===== src/rtl/debounce_pkg.sv =====
`default_nettype none
// ============================================================================
//  Module      : debounce_pkg
//  Description : Shared constants for the input debouncer.
//                CLK_HZ               - board clock frequency
//                DEFAULT_TICK_DIV     - clk cycles per 1 ms sample tick
//                DEFAULT_STABLE_TICKS - ticks needed to accept a new level
//                DEFAULT_LONG_TICKS   - ticks of stable-high for long_press
//  Revision    : 1.0 - initial release
// ============================================================================
package debounce_pkg;

    localparam int CLK_HZ               = 100_000_000;
    localparam int DEFAULT_TICK_DIV     = 100_000;
    localparam int DEFAULT_STABLE_TICKS = 10;
    localparam int DEFAULT_LONG_TICKS   = 1000;

    // Counter width able to hold values 0..max_val, never narrower than 1 bit.
    function automatic int count_width(input int max_val);
        return (max_val < 2) ? 1 : $clog2(max_val + 1);
    endfunction

endpackage : debounce_pkg
`default_nettype wire


===== src/rtl/debounce_cell.sv =====
`default_nettype none
// ============================================================================
//  Module      : debounce_cell
//  Description : One-bit debounce cell: 2-flop synchroniser, tick-qualified
//                match counter, stable level flop and rise/fall pulses.
//                Optional hold counter producing a long_press pulse when
//                INPUT_DEBOUNCER_LONG_PRESS_EN is defined.
//  Ports       : clk_i         - clock
//                reset_ni      - asynchronous active-low reset
//                raw_i         - unsynchronised input pin
//                tick_i        - one-cycle sample strobe
//                stable_o      - debounced level
//                rise_o/fall_o - one-cycle edge pulses, coincident with the
//                                first cycle of the new level
//                long_press_o  - one-cycle long-hold pulse (0 if disabled)
//  Revision    : 1.0 - initial release
// ============================================================================
module debounce_cell
    import debounce_pkg::*;
#(
    parameter int STABLE_TICKS = DEFAULT_STABLE_TICKS
`ifdef INPUT_DEBOUNCER_LONG_PRESS_EN
    ,
    parameter int LONG_TICKS   = DEFAULT_LONG_TICKS
`endif
) (
    input  logic clk_i,
    input  logic reset_ni,
    input  logic raw_i,
    input  logic tick_i,
    output logic stable_o,
    output logic rise_o,
    output logic fall_o,
    output logic long_press_o
);

    localparam int                c_cnt_w    = count_width(STABLE_TICKS);
    localparam logic [c_cnt_w-1:0] c_cnt_last = c_cnt_w'(STABLE_TICKS - 1);

    logic               sync1_q;
    logic               sync2_q;
    logic               stable_q, stable_d;
    logic               rise_q,   rise_d;
    logic               fall_q,   fall_d;
    logic [c_cnt_w-1:0] cnt_q,    cnt_d;

    // Any cycle of agreement restarts qualification, so a glitch shorter than
    // STABLE_TICKS full ticks can never move the stable level.
    always_comb begin
        stable_d = stable_q;
        cnt_d    = cnt_q;
        rise_d   = 1'b0;
        fall_d   = 1'b0;
        if (sync2_q == stable_q) begin
            cnt_d = '0;
        end else if (tick_i) begin
            if (cnt_q == c_cnt_last) begin
                stable_d = sync2_q;
                cnt_d    = '0;
                rise_d   = sync2_q;
                fall_d   = ~sync2_q;
            end else begin
                cnt_d = cnt_q + c_cnt_w'(1);
            end
        end
    end

    always_ff @(posedge clk_i or negedge reset_ni) begin
        if (!reset_ni) begin
            sync1_q  <= 1'b0;
            sync2_q  <= 1'b0;
            stable_q <= 1'b0;
            rise_q   <= 1'b0;
            fall_q   <= 1'b0;
            cnt_q    <= '0;
        end else begin
            sync1_q  <= raw_i;
            sync2_q  <= sync1_q;
            stable_q <= stable_d;
            rise_q   <= rise_d;
            fall_q   <= fall_d;
            cnt_q    <= cnt_d;
        end
    end

    assign stable_o = stable_q;
    assign rise_o   = rise_q;
    assign fall_o   = fall_q;

`ifdef INPUT_DEBOUNCER_LONG_PRESS_EN
    localparam int                 c_hold_w   = count_width(LONG_TICKS);
    localparam logic [c_hold_w-1:0] c_hold_max = c_hold_w'(LONG_TICKS);
    localparam logic [c_hold_w-1:0] c_hold_pre = c_hold_w'(LONG_TICKS - 1);

    logic [c_hold_w-1:0] hold_q, hold_d;
    logic                long_q, long_d;

    // Saturating at LONG_TICKS is what keeps the pulse from repeating until
    // the level drops and clears the counter.
    always_comb begin
        hold_d = hold_q;
        long_d = 1'b0;
        if (!stable_q) begin
            hold_d = '0;
        end else if (tick_i && (hold_q != c_hold_max)) begin
            hold_d = hold_q + c_hold_w'(1);
            long_d = (hold_q == c_hold_pre);
        end
    end

    always_ff @(posedge clk_i or negedge reset_ni) begin
        if (!reset_ni) begin
            hold_q <= '0;
            long_q <= 1'b0;
        end else begin
            hold_q <= hold_d;
            long_q <= long_d;
        end
    end

    assign long_press_o = long_q;
`else
    assign long_press_o = 1'b0;
`endif

endmodule : debounce_cell
`default_nettype wire


===== src/rtl/input_debouncer.sv =====
`default_nettype none
// ============================================================================
//  Module      : input_debouncer
//  Description : Debounces WIDTH raw switch/button pins into clean levels with
//                single-cycle rise/fall pulses. One shared prescaler produces
//                a sample tick every TICK_DIV cycles; one debounce_cell per
//                bit. Optional long-press detection is built when the macro
//                INPUT_DEBOUNCER_LONG_PRESS_EN is defined; otherwise
//                long_press is tied to 0.
//  Ports       : clk        - 100 MHz board clock
//                reset_n    - asynchronous active-low reset
//                raw_in     - unsynchronised pins
//                stable     - debounced levels
//                rise/fall  - one-cycle edge pulses per bit
//                tick       - one-cycle sample strobe
//                long_press - one-cycle long-hold pulse per bit
//  Revision    : 1.0 - initial release
// ============================================================================
module input_debouncer
    import debounce_pkg::*;
#(
    parameter int WIDTH        = 16,
    parameter int TICK_DIV     = DEFAULT_TICK_DIV,
    parameter int STABLE_TICKS = DEFAULT_STABLE_TICKS,
    parameter int LONG_TICKS   = DEFAULT_LONG_TICKS
) (
    input  logic             clk,
    input  logic             reset_n,
    input  logic [WIDTH-1:0] raw_in,
    output logic [WIDTH-1:0] stable,
    output logic [WIDTH-1:0] rise,
    output logic [WIDTH-1:0] fall,
    output logic             tick,
    output logic [WIDTH-1:0] long_press
);

    generate
        if (TICK_DIV < 2 || STABLE_TICKS < 1 || LONG_TICKS < 1) begin : g_param_check
            $error("input_debouncer: TICK_DIV must be >= 2, STABLE_TICKS and LONG_TICKS >= 1");
        end
    endgenerate

    localparam int                 c_pre_w    = $clog2(TICK_DIV);
    localparam logic [c_pre_w-1:0] c_pre_last = c_pre_w'(TICK_DIV - 1);

    logic [c_pre_w-1:0] pre_q, pre_d;
    logic               tick_q, tick_d;

    // tick is registered from the terminal count, so it lands in the cycle
    // after the prescaler reads TICK_DIV-1 and recurs every TICK_DIV cycles.
    always_comb begin
        tick_d = (pre_q == c_pre_last);
        pre_d  = tick_d ? '0 : pre_q + c_pre_w'(1);
    end

    always_ff @(posedge clk or negedge reset_n) begin
        if (!reset_n) begin
            pre_q  <= '0;
            tick_q <= 1'b0;
        end else begin
            pre_q  <= pre_d;
            tick_q <= tick_d;
        end
    end

    assign tick = tick_q;

    generate
        for (genvar i = 0; i < WIDTH; i++) begin : g_cell
            debounce_cell #(
                .STABLE_TICKS (STABLE_TICKS)
`ifdef INPUT_DEBOUNCER_LONG_PRESS_EN
                ,
                .LONG_TICKS   (LONG_TICKS)
`endif
            ) u_cell (
                .clk_i        (clk),
                .reset_ni     (reset_n),
                .raw_i        (raw_in[i]),
                .tick_i       (tick_q),
                .stable_o     (stable[i]),
                .rise_o       (rise[i]),
                .fall_o       (fall[i]),
                .long_press_o (long_press[i])
            );
        end
    endgenerate

endmodule : input_debouncer
`default_nettype wire


===== config.mk =====
export PLATFORM = sky130hd
export DESIGN_NAME = input_debouncer
export DESIGN_NICKNAME = d
export VERILOG_FILES = /design/src/rtl/debounce_pkg.sv /design/src/rtl/debounce_cell.sv /design/src/rtl/input_debouncer.sv
export SDC_FILE = /design/constraint.sdc
export NUM_CORES = 1
export LEC_CHECK = 0
export ABC_AREA = 0
export ABC_CLOCK_PERIOD_IN_PS = 1500
export CAP_MARGIN = 10
export CORE_MARGIN = 3
export CORE_UTILIZATION = 51
export DETAILED_ROUTE_END_ITERATION = 7
export PLACE_DENSITY_LB_ADDON = 0.1
export RECOVER_POWER = 50
export SLEW_MARGIN = 20
export SYNTH_ARGS = -nofsm -noshare
export SYNTH_HDL_FRONTEND = slang
export SYNTH_SLANG_ARGS = --single-unit
export TNS_END_PERCENT = 20

===== constraint.sdc =====
create_clock -name clk -period 1.5 [get_ports clk]
set_clock_uncertainty 0.15 [all_clocks]
set_input_delay 0.3 -clock clk [delete_from_list [all_inputs] [get_ports clk]]
set_output_delay 0.3 -clock clk [all_outputs]
set_load 0.1 [all_outputs]

==> results of run 1 <==
-- cells in the final DEF (no fill, tap or decap), types with 5 or more instances in the layout --
| cell type | Yosys | routed |
|---|---|---|
| nand3_1 | 18 | 18 |
| ha_2 | 0 | 8 |
| nand2b_1 | 10 | 10 |
| o211ai_1 | 14 | 14 |
| nor2b_1 | 15 | 9 |
| o21ai_0 | 40 | 31 |
| buf_12 | 0 | 55 |
| buf_4 | 64 | 122 |
| dfrtp_1 | 162 | 160 |
| o22ai_1 | 9 | 8 |
| nor3_1 | 10 | 10 |
| xor2_2 | 0 | 6 |
| xor2_1 | 26 | 20 |
| conb_1 | 1 | 16 |
| mux2_4 | 0 | 9 |
| nor3b_1 | 47 | 30 |
| nor2_1 | 21 | 18 |
| o21bai_1 | 6 | 6 |
| nor3b_2 | 0 | 17 |
| inv_1 | 17 | 11 |
| xnor2_1 | 10 | 10 |
| buf_6 | 0 | 19 |
| clkbuf_16 | 0 | 17 |
| mux2_2 | 16 | 7 |
| nand2_1 | 59 | 56 |
| nand4_1 | 5 | 5 |
| dlygate4sd3_1 | 0 | 17 |
| a21o_1 | 15 | 15 |
| ha_1 | 33 | 21 |
| nor2b_2 | 0 | 6 |
| inv_2 | 0 | 6 |
| a211o_1 | 8 | 8 |
| nand4b_1 | 15 | 15 |
| o21ai_2 | 0 | 6 |
| bufinv_16 | 0 | 6 |
-- stage by stage --
stage / instances / hold slack [ps] / setup TNS [ps] / util (%) / instance area (um^2)
4_1_cts: 1010 / 98.3 / -4870 / 73.3 / 10300
2_1_floorplan: 670 / -146 / -6630 / - / 7590
3_3_place_gp: 955 / -8.75 / -386 / 66.2 / 9330
3_5_place_dp: 955 / -9.54 / -1890 / 66.2 / 9330
6_report: 1024 / 196 / -5910 / 75.5 / 10600
5_1_grt: 1024 / 203 / -19380 / 75.5 / 10600
-- repair_timing --
| item | 4_1_cts | 5_1_grt |
|---|---|---|
| setup endpoints to repair | 60 | 123 |
| setup buffers | 23 | 14 |
| hold endpoints to repair | 162 | 0 |
| pin swaps | 11 | 24 |
| hold buffers | 1 | 0 |
| gates resized for setup | 44 | 62 |
-- worst max-delay path: stages (launching register included) --
cell	delay, ps
dfrtp_4	480
buf_6	130
buf_6	110
buf_12	150
-- how the worst max path moves through the flow --
stage,end,slack (ps),start
final,tick,-250,tick$_DFF_PN0_
after global routing,tick,-290,tick$_DFF_PN0_
after CTS,tick,-290,tick$_DFF_PN0_
after detailed placement,g_cell[8].u_cell.cnt_q[3]$_DFFE_PN0P_,-210,g_cell[8].u_cell.cnt_q[1]$_DFFE_PN0P_
after global placement,g_cell[8].u_cell.cnt_q[3]$_DFFE_PN0P_,-70,g_cell[8].u_cell.cnt_q[1]$_DFFE_PN0P_
after floorplan,g_cell[11].u_cell.cnt_q[3]$_DFFE_PN0P_,-190,tick$_DFF_PN0_
-- metal layers --
metal	vias to the layer above	share of wire (%)	wire length [um]
met2	78	53	7820
met3	20	3.3	478
li1	2560	-	-
met4	0	1.8	265
met5	-	0	0
met1	2662	42	6130
-- power by group --
part / internal, W / switching [W] / leakage, nW
clock network: 0.00315 / 0.00169 / 0.317
logic: 0.0000967 / 0.000313 / 2.50
registers: 0.00441 / 0.0000356 / 2.17
-- cell families (layout without fill, tap and decap cells) --
| kind of cell | after synthesis | in the layout |
|---|---|---|
| XOR/XNOR | 36 | 36 |
| multiplexers | 18 | 18 |
| adder cells (fa/ha/maj) | 33 | 33 |
| flip-flops | 162 | 162 |
| other | 1 | 16 |
| buffers and inverters | 89 | 263 |
| AO/OA/AOI/OAI | 98 | 98 |
| AND/OR/NAND/NOR | 218 | 218 |
-- registers in the layout (all words and copies together) (netlist names) --
signal,count
g_cell.u_cell.cnt_q,64
pre_q,17
g_cell.u_cell.fall_o,16
g_cell.u_cell.rise_o,16
g_cell.u_cell.stable_o,16
g_cell.u_cell.sync1_q,16
g_cell.u_cell.sync2_q,16
tick,1
-- cell type report --
cell class	instances	area, um^2
timing repair buffer	215	2420
sequential	162	4060
tap	180	225
inverter	17	63.8
clock inverter	10	206
multi-input combinational	419	3220
clock buffer	21	450
fill	893	3450
==> impl_metrics.toml, run 1 <==
[run_status]
outcome = "finished, violations left"
violations = "negative setup slack"

[route]
wire_per_inst_um = 14.3
first_iter_violations = 259
wl_mm = 14.7
num_vias = 5320
antenna_left = 0
vias_per_cell = 5.20
drc_errors = 0
drt-pass1-iter-count = 5

[grt]
antenna_found_initial = 0
grt_pass1_wl_mm = 24.9
groute.usage.overall_pct = 19.0
top_usage_layer = "met2"
grt_max_degree = 39
grt_pass1_vias = 5515
grtUsageMet1_pct = 22.8
use_met3_pct = 4.35
met2_usage_pct = 32.8
grt-ovfl-total = 0

[synth]
synth_warnings = 0
async_flop_share_pct = 100
yosysTopAreaCellShare_pct = 54.3
synth_top_family_by_area = "simple AND/OR/NAND/NOR gates"
yosysMostFrequentCell = "dfrtp_1"
syn_area_um2 = 7470
synth_area_leaders = "dfrtp_1 54%, buf_4 6.4%, ha_1 5.5%"
synthTopCellsByCount = "162 x dfrtp_1, 64 x buf_4, 59 x nand2_1, 47 x nor3b_1, 40 x o21ai_0"
ys.flop_type = "dfrtp_1"
synth.avg_cell_area_um2 = 11.4
synth_xor_area_share_pct = 4.22
yosysTopAreaCell = "dfrtp_1"
synth.ff_latch_count = 162
netlist_instances = 655
synthMuxAreaShare_pct = 2.68
yosys.area_share.adder_pct = 5.53
synthSimpleGateAreaFrac_pct = 17.1
yosysUniqueCellTypes = 46
synth_seq_area_share_pct = 54.3
synth_edf_count = 0
synth_compound_area_share_pct = 8.36

[clocking]
numCtsBuffers = 17
clk_pin_slew_ps = 60
cts_tree = "done"
clockRootBuffer = "clkbuf_16"
clk_latency_ps = 420
clock_sinks = 162
htree_levels = 4
clockBufferDepth = 2

[place]
port_buffers = 66
place_hpwl_mm = 9.72
place_congestion = 0.839
dpl_worst_slack_ps = -208

[sta]
grt_setup_unrepaired = "yes"
hold_viol = 0
slew_violations = 0
finalSetupViolCount = 101
fin_crit_sh_pct = 117
fmax_ghz = 0.572
tightestPinTransition_ps = 1020
finalWorstSetupSlack_ps = -248
max_slew_margin_pct = 32.0
fin_crit_ps = 1750

[floorplanning]
initial_core_util_pct = 53.0
core_area_um2 = 14100
dieHeight_um = 127
io_pins = 83
rows = 43
fp.dieW_um = 127
die-area_um2 = 16100

[job]
maxCapViolCount = 0

[worst_hold_path]
holdCritPathClass = "reg2reg"
hold_end = "g_cell[2].u_cell.sync2_q$_DFF_PN0_"
hold_start = "g_cell[2].u_cell.sync1_q$_DFF_PN0_"
hold_depth = 0

[setup_path]
crit_path_end_kind = "primary output"
r2r-end = "g_cell[9].u_cell.cnt_q[3]$_DFFE_PN0P_"
cp_max_fo = 2
r2r-start = "tick$_DFF_PN0_"
crit_required_ps = 1050
arrival_ps = 1300
ff2ff_path_depth = 6
r2r_slack_ps = -150
crit_type = "reg2out"
start_kind = "flip-flop"

[final_layout]
syn_to_final_growth_pct = 42.5
nNetsFinal = 883
drive_above_1_share_pct = 37.6
antennaDiodeCount = 0

[power_and_ir_drop]
power_density_nw_per_um2 = 911
finalPower_w = 0.00970
p_leak_nw = 4.99
ir_drop_mv = 1.09
Note: power is estimated with default switching activity, not from simulation.
==> run 2, diff against run 1 <==
CTS_CLUSTER_DIAMETER = 200   (was unset)
==> results of run 2 <==
The final DEF is identical to that of run 1; final timing and power are the same.
==> run 3, diff against run 2 <==
ABC_CLOCK_PERIOD_IN_PS = 2100   (was 1500)
CORE_UTILIZATION = 54   (was 51)
TNS_END_PERCENT = 1   (was 20)
clock period = 2.1 ns   (was 1.5 ns; I/O delays follow)
==> impl_metrics.toml, run 3 (synthesized netlist as in run 1, its figures left out) <==
[run_status]
outcome = "completed"

[setup_path]
cp_max_fo = 14
crit_type = "reg2out"
cpMaxStageDelayCell = "dfrtp_2"
arrival_ps = 1420
worst_path_largest_cell_delay_ps = 520
start_kind = "flip-flop"
crit_chain = "buf_4, buf_12"
crit_path_end_kind = "primary output"
crit_required_ps = 1530

[floorplanning]
io_pins = 83
die-area_um2 = 15300
rows = 42
core_area_um2 = 13400
dieHeight_um = 124
initial_core_util_pct = 55.8
fp.dieW_um = 124

[sta]
fin_crit_sh_pct = 94.8
fin_crit_ps = 1990
hold_viol = 0
finalSetupViolCount = 0
fmax_ghz = 0.502
grt_setup_unrepaired = "no"
slew_violations = 0
max_slew_margin_pct = 54.7
whs_ps = 197
tightestPinTransition_ps = 680
setup_tns_ps = 0

[route]
dr_wl_met2_mm = 6.10
drc_errors = 0
drt-pass1-iter-count = 4
dr_wl_met3_um = 425
top_layer = "met4"
vias_per_cell = 5.36
drt-met1-wl_mm = 5.32
first_iter_violations = 257
num_vias = 4698
wl_mm = 12.0
antenna_left = 0
wire_per_inst_um = 13.7

[final_layout]
reg.largest.list = "g_cell.u_cell.cnt_q x64, pre_q x17"
ff_latch_area_um2 = 4060
final_cell_mix = "161 x dfrtp_1, 59 x nand2_1, 47 x nor3b_1, 40 x o21ai_0"
syn_to_final_growth_pct = 15.6
drive_above_1_share_pct = 15.4
largest_register = "g_cell.u_cell.cnt_q"
largest_reg_flops = 64
multiInputGateArea_um2 = 2890
nNetsFinal = 740
antennaDiodeCount = 0
fillerInstances = 1013
mostFrequentLayoutCell = "dfrtp_1"

[clocking]
ctsResizeCount = 0
clk_pin_slew_ps = 60
htree_levels = 4
clock_sinks = 162
clk_latency_ps = 410
clockBufferDepth = 2
numCtsBuffers = 17
clockRootBuffer = "clkbuf_16"
cts_tree = "done"

[power_and_ir_drop]
p_leak_nw = 4.06
power.share.combinational_pct = 4.2
p_sw_w = 0.00139
internal-power_w = 0.00509
power_frac_seq_pct = 49.0
ir_drop_mv = 0.512
power_density_nw_per_um2 = 751
sw_frac_of_total_pct = 21.4
clkPwrFrac_pct = 46.9

[place]
port_buffers = 66
place_congestion = 0.791
place_hpwl_mm = 8.31

[grt]
grt_max_degree = 71
groute.usage.overall_pct = 16.6
grt-ovfl-total = 0
grt_pass1_wl_mm = 20.2
grt_pass1_vias = 4591
antenna_found_initial = 0

[worst_hold_path]
holdCritPathClass = "reg2reg"

[job]
maxCapViolCount = 0
## run 3: changes by cell type in the layout (fill, tap and decap cells not counted), moves of 12 or more
cell,delta
buf_12,-36
nor3b_1,+17
ha_1,+12
buf_4,-89
buf_6,-18
nor3b_2,-17
## run 3: path summary, 6_finish.rpt
| kind | from | end | slack [ps] | depth (start not counted) |
|---|---|---|---|---|
| setup / recovery | tick$_DFF_PN0_ | tick | 110 | 2 |
| hold / removal | g_cell[2].u_cell.sync1_q$_DFF_PN0_ | g_cell[2].u_cell.sync2_q$_DFF_PN0_ | 200 | 0 |
| setup reg to reg | g_cell[11].u_cell.cnt_q[1]$_DFFE_PN0P_ | g_cell[11].u_cell.cnt_q[3]$_DFFE_PN0P_ | 280 | 6 |
| hold reg to reg | g_cell[2].u_cell.sync1_q$_DFF_PN0_ | g_cell[2].u_cell.sync2_q$_DFF_PN0_ | 200 | 0 |
| max in group asynchronous | reset_n | tick$_DFF_PN0_ | 290 | 3 |
| min in group asynchronous | reset_n | g_cell[2].u_cell.cnt_q[0]$_DFFE_PN0P_ | 440 | 2 |
## run 3: per-stage QoR
step | setup WS (ps) | cell area (um^2) | instances | power [W] | util [%]
after global placement | 388 | 8060 | 845 | 0.00351 | 60.1
final | 110 | 8630 | 877 | 0.00648 | 64.4
after global routing | 41.3 | 8630 | 877 | 0.00675 | 64.4
after detailed placement | 315 | 8060 | 845 | 0.00351 | 60.1
after CTS | 75.3 | 8650 | 877 | 0.00660 | 64.6
after floorplan | 248 | 7530 | 670 | 0.00342 | -
## run 3: power groups by stage
stage / logic [W] / registers, W / clock network (W)
2_1_floorplan: 0.000192 / 0.00323 / 0
3_3_place_gp: 0.000278 / 0.00323 / 0
3_5_place_dp: 0.000284 / 0.00323 / 0
4_1_cts: 0.000287 / 0.00317 / 0.00314
5_1_grt: 0.000295 / 0.00318 / 0.00328
6_report: 0.000270 / 0.00317 / 0.00304
## run 3: per-layer routing
metal  track usage, %  up-vias
met2             27.7       81
met5                0        -
met3             4.59       14
met1             20.6     2328
met4             6.16        0
li1                 -     2275
## run 3: layout make-up
type / count / area share [%]
Clock buffer: 21 / 5.22
Clock inverter: 10 / 1.56
Sequential cell: 162 / 47.0
Tap cell: 176 / 2.55
Multi-Input combinational cell: 419 / 33.5
Inverter: 17 / 0.739
Timing Repair Buffer: 72 / 9.49
## run 3: critical path: cells and delay by family (launching register included)
kind                   cells  cell delay (ps)
flip-flops                 1              520
buffers and inverters      2              480
## run 3: repair_timing
item / 4_1_cts / 5_1_grt
setup endpoints to repair: 0 / 0
hold buffers: 1 / 0
buffers inserted: 0 / 0
hold endpoints to repair: 21 / 0
